$ cat config.mk
export PLATFORM = sky130hd
export DESIGN_NAME = i2c_reg_seq_flat
export DESIGN_NICKNAME = d
export VERILOG_FILES = /design/src/rtl/i2c_reg_seq_pkg.sv /design/src/rtl/i2c_reg_seq_if.sv /design/src/rtl/i2c_reg_seq_timer.sv /design/src/rtl/i2c_reg_seq.sv /design/src/flat_wrapper.sv
export SDC_FILE = /design/constraint.sdc
export NUM_CORES = 1
export LEC_CHECK = 0
export CAP_MARGIN = 20
export CELL_PAD_IN_SITES_DETAIL_PLACEMENT = 1
export CELL_PAD_IN_SITES_GLOBAL_PLACEMENT = 2
export CORE_MARGIN = 3
export CORE_UTILIZATION = 31
export DETAILED_ROUTE_END_ITERATION = 10
export PLACE_DENSITY_LB_ADDON = 0.1
export SLEW_MARGIN = 5
export SYNTH_ARGS = -nofsm -noshare
export SYNTH_HDL_FRONTEND = slang
export SYNTH_SLANG_ARGS = --single-unit
$ cat constraint.sdc
create_clock -name clk -period 3 [get_ports clk]
set_input_delay 0.6 -clock clk [delete_from_list [all_inputs] [get_ports clk]]
set_output_delay 0.6 -clock clk [all_outputs]
set_load 0.01 [all_outputs]
$ cat src/rtl/i2c_reg_seq_pkg.sv
// Shared definitions for the I2C register-access sequencer: engine bit positions,
// result codes, sequencer states and the per-phase engine drive values.
package i2c_reg_seq_pkg;

   localparam int unsigned CMD_STA    = 7;
   localparam int unsigned CMD_STO    = 6;
   localparam int unsigned CMD_RD     = 5;
   localparam int unsigned CMD_WR     = 4;

   localparam int unsigned ST_ACK_N   = 7;
   localparam int unsigned ST_AL      = 5;
   localparam int unsigned ST_CMD_ACK = 4;

   typedef enum logic [1:0] {
      ERR_OK   = 2'd0,
      ERR_NACK = 2'd1,
      ERR_AL   = 2'd2,
      ERR_TO   = 2'd3
   } err_e;

   typedef enum logic [3:0] {
      S_IDLE   = 4'd0,
      S_ADDR_W = 4'd1,
      S_REG    = 4'd2,
      S_DATA   = 4'd3,
      S_ADDR_R = 4'd4,
      S_READ   = 4'd5,
      S_STOP   = 4'd6,
      S_DONE   = 4'd7,
      S_GAP    = 4'd8
   } seq_state_e;

   typedef struct packed {
      logic [7:0] cmd;
      logic [7:0] din;
      logic       wr_en;
   } eng_req_t;

   // Engine command/byte presented for the whole duration of a byte phase
   function automatic eng_req_t phase_drive(seq_state_e s, logic [6:0] dev,
                                            logic [7:0] reg_a, logic [7:0] wd);
      eng_req_t r;
      r = '0;
      case (s)
         S_ADDR_W: begin
            r.cmd[CMD_STA] = 1'b1;
            r.cmd[CMD_WR]  = 1'b1;
            r.din          = {dev, 1'b0};
            r.wr_en        = 1'b1;
         end
         S_REG: begin
            r.cmd[CMD_WR] = 1'b1;
            r.din         = reg_a;
            r.wr_en       = 1'b1;
         end
         S_DATA: begin
            r.cmd[CMD_WR] = 1'b1;
            r.din         = wd;
            r.wr_en       = 1'b1;
         end
         S_ADDR_R: begin
            r.cmd[CMD_STA] = 1'b1;
            r.cmd[CMD_WR]  = 1'b1;
            r.din          = {dev, 1'b1};
            r.wr_en        = 1'b1;
         end
         S_READ:  r.cmd[CMD_RD]  = 1'b1;
         S_STOP:  r.cmd[CMD_STO] = 1'b1;
         default: r = '0;
      endcase
      return r;
   endfunction

   // Phase that follows a successfully completed byte phase
   function automatic seq_state_e next_phase(seq_state_e s, logic rw);
      seq_state_e n;
      n = S_STOP;
      case (s)
         S_ADDR_W: n = S_REG;
         S_REG:    n = rw ? S_ADDR_R : S_DATA;
         S_ADDR_R: n = S_READ;
         default:  n = S_STOP;
      endcase
      return n;
   endfunction

endpackage

$ cat src/rtl/i2c_reg_seq_if.sv
// Host request/response and byte-engine signals of the register sequencer.
interface i2c_reg_seq_if;

   logic       req;
   logic       rw;
   logic [6:0] dev_addr;
   logic [7:0] reg_addr;
   logic [7:0] wdata;
   logic       busy;
   logic       done;
   logic [1:0] err;
   logic [7:0] rdata;

   logic [7:0] eng_cmd;
   logic [7:0] eng_din;
   logic       eng_wr_en;
   logic       eng_wr_done;
   logic       eng_rd_done;
   logic [7:0] eng_dout;
   logic [7:0] eng_status;

   // Sequencer side
   modport slave (
      input  req, rw, dev_addr, reg_addr, wdata,
      input  eng_wr_done, eng_rd_done, eng_dout, eng_status,
      output busy, done, err, rdata,
      output eng_cmd, eng_din, eng_wr_en
   );

   // Host plus byte-engine side
   modport master (
      output req, rw, dev_addr, reg_addr, wdata,
      output eng_wr_done, eng_rd_done, eng_dout, eng_status,
      input  busy, done, err, rdata,
      input  eng_cmd, eng_din, eng_wr_en
   );

endinterface

$ cat src/rtl/i2c_reg_seq_timer.sv
// Per-phase timeout: loadable saturating down-counter, expired once it has run down to zero.
module i2c_reg_seq_timer #(
   parameter int unsigned TO_W = 16
) (
   input  logic            clk,
   input  logic            i_clr,
   input  logic            i_load,
   input  logic [TO_W-1:0] i_load_val,
   output logic            o_expired_c
);

   logic [TO_W-1:0] r_count;
   logic            r_armed;

   always_ff @(posedge clk) begin
      if (i_clr) begin
         r_count <= '0;
         r_armed <= 1'b0;
      end else if (i_load) begin
         r_count <= i_load_val;
         r_armed <= 1'b1;
      end else if (r_count != '0) begin
         r_count <= r_count - TO_W'(1);
      end
   end

   assign o_expired_c = r_armed && (r_count == '0);

endmodule

$ cat src/rtl/i2c_reg_seq.sv
// I2C register-access sequencer: turns one host register read/write request into the
// START/ADDR/REG/[DATA | Sr/ADDR/READ]/STOP byte-phase sequence for the I2C byte engine.
module i2c_reg_seq
   import i2c_reg_seq_pkg::*;
#(
   parameter int unsigned     TO_W        = 16,
   parameter logic [TO_W-1:0] TIMEOUT_CYC = TO_W'(50000)
) (
   input logic          clk,
   input logic          nReset,
   i2c_reg_seq_if.slave bus
);

   localparam logic [TO_W-1:0] TO_LOAD = TIMEOUT_CYC - TO_W'(1);

   seq_state_e r_state;
   seq_state_e r_next;
   eng_req_t   r_eng;
   logic       r_busy;
   logic       r_done;
   err_e       r_err;
   logic [7:0] r_rdata;
   logic [7:0] r_rd_byte;
   logic       r_rw;
   logic [6:0] r_dev;
   logic [7:0] r_reg;
   logic [7:0] r_wdata;

   logic       w_expired;
   logic       w_tmr_load;
   logic       w_al;
   logic       w_ack_n;
   logic       w_cmd_ack;
   logic       w_cmpl;
   logic       w_unused;

   assign w_al      = bus.eng_status[ST_AL];
   assign w_ack_n   = bus.eng_status[ST_ACK_N];
   assign w_cmd_ack = bus.eng_status[ST_CMD_ACK];
   assign w_cmpl    = (r_state == S_READ) ? bus.eng_rd_done : bus.eng_wr_done;
   assign w_unused  = ^{bus.eng_status[6], bus.eng_status[3:0]};

   // Reload while idle, during the inter-phase gap and on expiry, so each phase starts a fresh window
   assign w_tmr_load = (r_state == S_IDLE) || (r_state == S_GAP) || w_expired;

   i2c_reg_seq_timer #(
      .TO_W (TO_W)
   ) u_timer (
      .clk         (clk),
      .i_clr       (nReset),
      .i_load      (w_tmr_load),
      .i_load_val  (TO_LOAD),
      .o_expired_c (w_expired)
   );

   always_ff @(posedge clk) begin
      if (nReset) begin
         r_state   <= S_IDLE;
         r_next    <= S_IDLE;
         r_eng     <= '0;
         r_busy    <= 1'b0;
         r_done    <= 1'b0;
         r_err     <= ERR_OK;
         r_rdata   <= '0;
         r_rd_byte <= '0;
         r_rw      <= 1'b0;
         r_dev     <= '0;
         r_reg     <= '0;
         r_wdata   <= '0;
      end else begin
         r_done <= 1'b0;
         case (r_state)
            S_IDLE: begin
               if (bus.req) begin
                  r_rw    <= bus.rw;
                  r_dev   <= bus.dev_addr;
                  r_reg   <= bus.reg_addr;
                  r_wdata <= bus.wdata;
                  r_err   <= ERR_OK;
                  r_busy  <= 1'b1;
                  r_state <= S_ADDR_W;
                  r_eng   <= phase_drive(S_ADDR_W, bus.dev_addr, bus.reg_addr, bus.wdata);
               end
            end
            S_ADDR_W, S_REG, S_DATA, S_ADDR_R, S_READ: begin
               // Lost arbitration: bus not owned, so finish without a STOP
               if (w_al) begin
                  r_err   <= ERR_AL;
                  r_eng   <= '0;
                  r_busy  <= 1'b0;
                  r_done  <= 1'b1;
                  r_state <= S_DONE;
               end else if (w_cmpl) begin
                  r_eng.cmd   <= '0;
                  r_eng.wr_en <= 1'b0;
                  r_state     <= S_GAP;
                  if (r_state == S_READ) begin
                     r_rd_byte <= bus.eng_dout;
                     r_next    <= S_STOP;
                  end else if (w_ack_n) begin
                     r_err  <= ERR_NACK;
                     r_next <= S_STOP;
                  end else begin
                     r_next <= next_phase(r_state, r_rw);
                  end
               end else if (w_expired) begin
                  r_err   <= ERR_TO;
                  r_state <= S_STOP;
                  r_eng   <= phase_drive(S_STOP, r_dev, r_reg, r_wdata);
               end
            end
            S_GAP: begin
               r_state <= r_next;
               r_eng   <= phase_drive(r_next, r_dev, r_reg, r_wdata);
            end
            S_STOP: begin
               if (w_al || w_cmd_ack || w_expired) begin
                  r_eng   <= '0;
                  r_busy  <= 1'b0;
                  r_done  <= 1'b1;
                  r_state <= S_DONE;
                  // An earlier error code is kept; read data is published only on a clean finish
                  if (r_err == ERR_OK) begin
                     if (w_al) begin
                        r_err <= ERR_AL;
                     end else if (!w_cmd_ack) begin
                        r_err <= ERR_TO;
                     end else if (r_rw) begin
                        r_rdata <= r_rd_byte;
                     end
                  end
               end
            end
            S_DONE:  r_state <= S_IDLE;
            default: r_state <= S_IDLE;
         endcase
      end
   end

   assign bus.busy      = r_busy;
   assign bus.done      = r_done;
   assign bus.err       = r_err;
   assign bus.rdata     = r_rdata;
   assign bus.eng_cmd   = r_eng.cmd;
   assign bus.eng_din   = r_eng.din;
   assign bus.eng_wr_en = r_eng.wr_en;

endmodule

$ cat src/flat_wrapper.sv
// flat-port wrapper written by rule: the top's interface ports become plain ports
module i2c_reg_seq_flat import i2c_reg_seq_pkg::*;
#(
   parameter int unsigned     TO_W        = 16,
   parameter logic [TO_W-1:0] TIMEOUT_CYC = TO_W'(50000)
)
  (clk, nReset, bus_req, bus_rw, bus_dev_addr, bus_reg_addr, bus_wdata, bus_eng_wr_done, bus_eng_rd_done, bus_eng_dout, bus_eng_status, bus_busy, bus_done, bus_err, bus_rdata, bus_eng_cmd, bus_eng_din, bus_eng_wr_en);
  i2c_reg_seq_if bus_i ();
  input logic clk;
  input logic nReset;
  input wire logic [$bits(bus_i.req)-1:0] bus_req;
  input wire logic [$bits(bus_i.rw)-1:0] bus_rw;
  input wire logic [$bits(bus_i.dev_addr)-1:0] bus_dev_addr;
  input wire logic [$bits(bus_i.reg_addr)-1:0] bus_reg_addr;
  input wire logic [$bits(bus_i.wdata)-1:0] bus_wdata;
  input wire logic [$bits(bus_i.eng_wr_done)-1:0] bus_eng_wr_done;
  input wire logic [$bits(bus_i.eng_rd_done)-1:0] bus_eng_rd_done;
  input wire logic [$bits(bus_i.eng_dout)-1:0] bus_eng_dout;
  input wire logic [$bits(bus_i.eng_status)-1:0] bus_eng_status;
  output wire logic [$bits(bus_i.busy)-1:0] bus_busy;
  output wire logic [$bits(bus_i.done)-1:0] bus_done;
  output wire logic [$bits(bus_i.err)-1:0] bus_err;
  output wire logic [$bits(bus_i.rdata)-1:0] bus_rdata;
  output wire logic [$bits(bus_i.eng_cmd)-1:0] bus_eng_cmd;
  output wire logic [$bits(bus_i.eng_din)-1:0] bus_eng_din;
  output wire logic [$bits(bus_i.eng_wr_en)-1:0] bus_eng_wr_en;
  assign bus_i.req = bus_req;
  assign bus_i.rw = bus_rw;
  assign bus_i.dev_addr = bus_dev_addr;
  assign bus_i.reg_addr = bus_reg_addr;
  assign bus_i.wdata = bus_wdata;
  assign bus_i.eng_wr_done = bus_eng_wr_done;
  assign bus_i.eng_rd_done = bus_eng_rd_done;
  assign bus_i.eng_dout = bus_eng_dout;
  assign bus_i.eng_status = bus_eng_status;
  assign bus_busy = bus_i.busy;
  assign bus_done = bus_i.done;
  assign bus_err = bus_i.err;
  assign bus_rdata = bus_i.rdata;
  assign bus_eng_cmd = bus_i.eng_cmd;
  assign bus_eng_din = bus_i.eng_din;
  assign bus_eng_wr_en = bus_i.eng_wr_en;
  i2c_reg_seq #(.TO_W(TO_W), .TIMEOUT_CYC(TIMEOUT_CYC)) u_core (.clk(clk), .nReset(nReset), .bus(bus_i));
endmodule
==> results of run 1 <==
==> cell type report <==
cell class | instances | area [um^2] | share of cell area [%]
Timing Repair Buffer | 80 | 756 | 14.8
Clock buffer | 10 | 229 | 4.50
Sequential cell | 81 | 1620 | 31.9
Tap cell | 168 | 210 | 4.13
Clock inverter | 5 | 81.3 | 1.60
Inverter | 6 | 22.5 | 0.442
Multi-Input combinational cell | 352 | 2170 | 42.6
==> stage by stage <==
stage | util (%) | setup WS, ps | total power [W]
6_report | 41.5 | 470 | 0.00482
5_1_grt | 41.5 | 268 | 0.00518
3_3_place_gp | 39.0 | 316 | 0.00363
4_1_cts | 41.5 | 460 | 0.00489
3_5_place_dp | 39.0 | 299 | 0.00368
2_1_floorplan | - | 800 | 0.00297
==> cell families after synthesis <==
kind of cell	Yosys count
and+or+nand+nor	191
AOI/OAI and AO/OA	102
DFF	81
buffers and inverters	43
muxes	40
xor gates and xnor gates	14
adders and majority gates	1
other	1
==> layout by cell type, fill, tap and decap left out, types with 3 or more instances in the layout <==
cell type	n
xnor2_1	11
dfxtp_1	81
conb_1	4
nand3b_1	3
nand2b_1	7
a32o_1	9
or3_1	3
nor3_1	13
and2_1	4
a31oi_1	4
or4_1	7
nor4_1	8
xor2_1	3
inv_1	5
a21oi_1	47
buf_4	16
mux2_4	7
o31ai_1	3
clkbuf_16	9
nor2b_1	8
clkdlybuf4s50_1	63
o21ai_0	19
mux2i_1	23
nor2_1	38
nand2_1	83
mux2_2	9
==> path summary, 6_finish.rpt <==
check                            start               endpoint  slack [ps]  cells past startpoint
min              u_core.bus.eng_cmd[4]  u_core.bus.eng_cmd[4]         450                      2
min reg2reg      u_core.bus.eng_cmd[4]  u_core.bus.eng_cmd[4]         450                      2
max          u_core.u_timer.r_count[7]  u_core.bus.eng_din[4]         470                      6
max reg2reg  u_core.u_timer.r_count[7]  u_core.bus.eng_din[4]         470                      6
==> routing by layer <==
layer / vias to the layer above / wire [um] / track usage [%]
met5: - / 0 / 0
met4: 0 / 161 / 5.58
met3: 12 / 510 / 3.56
met2: 65 / 5150 / 25.7
met1: 1703 / 5550 / 22.5
li1: 1767 / - / -
==> power by group through the flow <==
stage               Clock [W]  Sequential [W]  Combinational, W
floorplan                   0         0.00157           0.00140
global placement            0         0.00162           0.00201
detailed placement          0         0.00163           0.00205
CTS                   0.00121         0.00161           0.00207
global route          0.00126         0.00166           0.00226
finish                0.00117         0.00161           0.00204
==> tightest hold or removal path: cells and delay by family, from the launching register on <==
kind	cells	cell delay [ps]
AOI/OAI and AO/OA	1	50
DFF	1	310
and+or+nand+nor	1	50
==> results by group, run 1 <==
Power
  – Max VDD drop: 323 uV
  – Comb power frac: 42.2%
  – Sw frac: 37.8%
  – Lkg Pwr: 1.87 nW
  – Sequential power share: 33.5%
  – Power per cell area: 947 mW/mm^2
  – Internal: 0.00300 W
  – Psw: 0.00182 W
  – Clock network fraction of total power: 24.3%

Synthesis
  – Post-Synth XOR/XNOR Area: 3.09%
  – Post-Synth Adder-Cell Area: 0.316%
  – Synth Instances: 473
  – Share of synthesized registers carrying an async set or reset: 0%
  – Synth cell count leaders: nand2_1, dfxtp_1, a21oi_1
  – Main flop type after synthesis: dfxtp_1
  – Synth top area share: 40.9%
  – Cell with the most instances after synthesis: nand2_1
  – Multiplexer area fraction after synthesis: 11.3%
  – Syn Area/Cell: 8.38 um^2
  – Synth Area in Simple Gates: 23.7%
  – Synth Area in Compound Gates: 15.9%
  – Synthesized flop and latch total: 81
  – Area leader, netlist: dfxtp_1
  – Main combinational cell family by area after synthesis: simple AND/OR/NAND/NOR gates
  – Yosys cell types: 63
  – Warnings from Yosys: 0
  – Post-synth EDFFs: 0
  – Sequential fraction of the synthesis area: 40.9%
  – Mapped cell area: 0.00396 mm^2
  – Largest cells by area after synthesis: dfxtp_1, nand2_1, a21oi_1

Timing
  – Final Slew Violations: 0
  – Unrepaired setup endpoints after global routing: no
  – Rel. slew slack: 47.1%
  – Clock Skew: 8.35 ps
  – Final worst-path cycle share: 84.3%
  – Final hold violations: 0
  – WHS: 453 ps
  – Fmax: 0.395 GHz
  – Final Setup Violations: 0
  – Fin Setup TNS: 0 ps
  – Post-route minimum period: 2530 ps
  – Worst Max-Slew Pin Slew: 793 ps

Detailed routing
  – DRT Wirelength: 11400 um
  – Remaining design rule violation count: 0
  – Post-route ant nets: 0
  – Via density: 5.05
  – Starting DRT DRC Count: 134
  – DR WL/cell: 16.2 um
  – Via Count: 3547
  – DR pass1 iterations: 4

GRT
  – Vias in the first global route: 3557
  – Largest net degree at the start of global routing: 75
  – Total GRT Usage: 16.5%
  – Antenna violations before repair: 0
  – First-pass GRT wire length: 18800 um
  – Overflow after GRT: 0

Clock tree
  – CTS H-Tree Depth: 3
  – Max Buffers Root-to-Sink: 2
  – Post_cts resized: 0
  – Hold_buf cts: 0
  – Post-CTS Setup Repair Bufs: 0
  – TritonCTS clock tree: yes
  – Clock buffer count from CTS: 9
  – Worst skew pair latency: 340 ps
  – Root Buffer: clkbuf_16
  – Clock Sinks: 81
  – Clock-pin slew on the worst setup and hold paths: 60 ps

Die
  – Die height: 119 um
  – I/O pin total: 74
  – Core area: 0.0123 mm^2
  – Initial cell density of the core: 32.3%
  – Die area: 0.0142 mm^2
  – Die Wd: 119 um
  – Row cnt: 40

Placement
  – Routability congestion estimate: 0.826
  – Post-DP Area: 0.00478 mm^2
  – Port Buffers: 64
  – DP HPWL: 8070 um
  – Placed cells: 687

Worst setup path
  – CP max FO: 8
  – Cells along the critical path: or4_1 -> nor4_4 -> o21ai_1 -> a211o_1 -> buf_4 -> mux2_4
  – CP Capture Type: flip-flop
  – Worst Path Buf+Inv: 1
  – Startpoint types: flip-flop
  – Crit path required time: 3220 ps
  – Max stage delay on crit path: 710 ps
  – Critical path type: reg -> reg
  – Crit-path leading delay family: simple AND/OR/NAND/NOR gates
  – CP arrival: 2750 ps
  – Slowest stage cell, crit path: or4_1

Final layout
  – Filler cells: 1463
  – Finished Layout Cells: 702
  – Antenna cells: 0
  – Final instance area: 0.00509 mm^2
  – Fin nets: 576
  – Max FFs per register: 16
  – Layout cells sized above 1: 9.93%
  – Area growth, synth to finish: 28.5%
  – Largest register by flop count: u_core.u_timer.r_count

Flow run
  – Max cap viols: 0

Outcome
  – Status: finished clean

Min path
  – Worst hold path class: reg -> reg
Power figures use the tool's default switching activity.
==> inputs of run 2 (changes only) <==
- CORE_UTILIZATION: 31 -> 28
- clock period: 3 -> 2.1 ns (I/O delays scaled with it)
==> run 2 against run 1 <==
The run now ends with negative setup slack left. Critical path depth is 1 lower. Sequential power is 37% higher. Routed wire length is 11% higher. Clock power is 38% higher. Non-clock buffer count is 65 higher. Maximum frequency is 9.6% higher. Register-to-register slack worse by 680 ps. Setup slack worse by 680 ps. Power is 65% higher. Largest power group unchanged. Highest routed layer unchanged.
==> results by group, run 2 (synthesis gave the netlist of run 1 again) <==
Placement
  – DP HPWL: 8880 um
  – Pre-CTS setup slack: -384 ps
  – Port Buffers: 64
  – Placed cells: 757
  – Routability congestion estimate: 0.857

Final layout
  – Layout cells sized above 1: 26.0%
  – Finished Layout Cells: 776
  – Filler cells: 1612
  – Commonest non-fill, non-tap cell in the layout: nand2_1
  – Largest register by flop count: u_core.u_timer.r_count
  – Max FFs per register: 16
  – Fin nets: 641
  – Post-layout util: 43.1%
  – Antenna cells: 0
  – Area growth, synth to finish: 47.5%
  – Most frequent cells in the layout: nand2_1, dfxtp_1, buf_4

Detailed routing
  – DR pass1 iterations: 4
  – DRT Wirelength: 12600 um
  – Via Count: 3834
  – Post-route ant nets: 0
  – DR WL/cell: 16.2 um
  – Via density: 4.94
  – Remaining design rule violation count: 0
  – Starting DRT DRC Count: 144

Power
  – PnR Total Power: 0.00796 W
  – Max VDD drop: 563 uV
  – Lkg Pwr: 2.24 nW
  – Power per cell area: 1360 mW/mm^2

Outcome
  – Failing checks: negative setup slack
  – Status: finished, violations left

GRT
  – First-pass GRT wire length: 20200 um
  – Overflow after GRT: 0
  – Vias in the first global route: 3959
  – Antenna violations before repair: 0
  – Largest net degree at the start of global routing: 75
  – Total GRT Usage: 16.0%

Worst setup path
  – Critical path type: reg -> reg
  – Startpoint types: flip-flop
  – CP arrival: 2540 ps
  – Worst r2r path cells: 5
  – Slowest stage cell, crit path: or4_4
  – Cells along the critical path: or4_4 -> nor4_4 -> nand2_1 -> a211o_4 -> mux2_4
  – CP Capture Type: flip-flop
  – CP max FO: 8
  – Crit path required time: 2330 ps
  – Max stage delay on crit path: 560 ps

Timing
  – Final Setup Violations: 12
  – Unrepaired setup endpoints after global routing: yes
  – Post-route minimum period: 2310 ps
  – WHS: 460 ps
  – Final Slew Violations: 0
  – Fmax: 0.433 GHz
  – Final worst-path cycle share: 110%
  – Clock Skew: 6.29 ps
  – Rel. slew slack: 66.7%
  – Setup WS post-layout: -207 ps
  – Final hold violations: 0
  – Worst Max-Slew Pin Slew: 499 ps

Die
  – Die Wd: 125 um
  – Die area: 0.0156 mm^2
  – Initial cell density of the core: 29.2%
  – Core area: 0.0136 mm^2
  – I/O pin total: 74
  – Die height: 125 um
  – Row cnt: 42

Min path
  – Worst hold path class: reg -> reg
  – Hold depth: 2

Clock tree
  – Worst skew pair latency: 340 ps
  – Root Buffer: clkbuf_16
  – TritonCTS clock tree: yes
  – CTS H-Tree Depth: 3
  – Max Buffers Root-to-Sink: 2
  – Clock buffer count from CTS: 9
  – Clock Sinks: 81
  – Clock-pin slew on the worst setup and hold paths: 60 ps

Flow run
  – Max cap viols: 0
run 2: cell types whose count changed in the layout (fill, tap and decap cells not counted), sizes merged:
| cell | previous run | this run |
|---|---|---|
| bufinv | 2 | 1 |
| inv | 5 | 7 |
| buf | 17 | 82 |
run 2: critical path, delay by kind of cell, from the launching register on:
kind,cells,cell delay [ps]
AOI/OAI and AO/OA,1,420
muxes,1,310
DFF,1,320
and+or+nand+nor,3,1130
run 2: cell type report:
type	instances	area, um^2	area share, %
clock buffers	10	229	3.92
clock inverters	6	75.1	1.28
inverters	6	22.5	0.385
multi-input cells	352	2340	40.1
flip-flops and latches	81	1630	27.9
well taps	176	220	3.77
repair buffers	145	1330	22.7
run 2: final timing paths:
check,end,slack [ps],from
max,u_core.bus.eng_din[7],-210,u_core.u_timer.r_count[9]
min,u_core.bus.eng_wr_en,460,u_core.bus.eng_wr_en
max reg2reg,u_core.bus.eng_din[7],-210,u_core.u_timer.r_count[9]
min reg2reg,u_core.bus.eng_wr_en,460,u_core.bus.eng_wr_en
run 2: power by group:
| part | switching [W] | internal [W] |
|---|---|---|
| clock network | 0.000681 | 0.000938 |
| logic | 0.00205 | 0.00208 |
| registers | 0.000271 | 0.00194 |
run 2: timing repair:
action,CTS,global route
setup endpoints to repair,25,34
pin swaps,8,12
setup buffers,2,3
resized for setup,24,27
hold buffers,0,0
run 2: metal layers:
layer  global-route usage (%)  part of all wire [%]  wire length (um)
met5                        0                     0                 0
met4                     4.66                   1.2               145
met1                     20.4                    47              5920
met3                     4.43                   4.2               523
met2                     26.4                    48              6010
run 2: per-stage QoR:
| stage | cell area, um^2 | TNS, ps |
|---|---|---|
| 2_1_floorplan | 3980 | -664 |
| 3_3_place_gp | 5320 | -8110 |
| 3_5_place_dp | 5320 | -9050 |
| 4_1_cts | 5720 | -1840 |
| 5_1_grt | 5850 | -2510 |
| 6_report | 5850 | -1710 |
==> inputs of run 3 (changes only) <==
- CTS_CLUSTER_DIAMETER: default -> 150
==> results of run 3 <==
Final layout, timing and power as in run 2 (identical DEF).
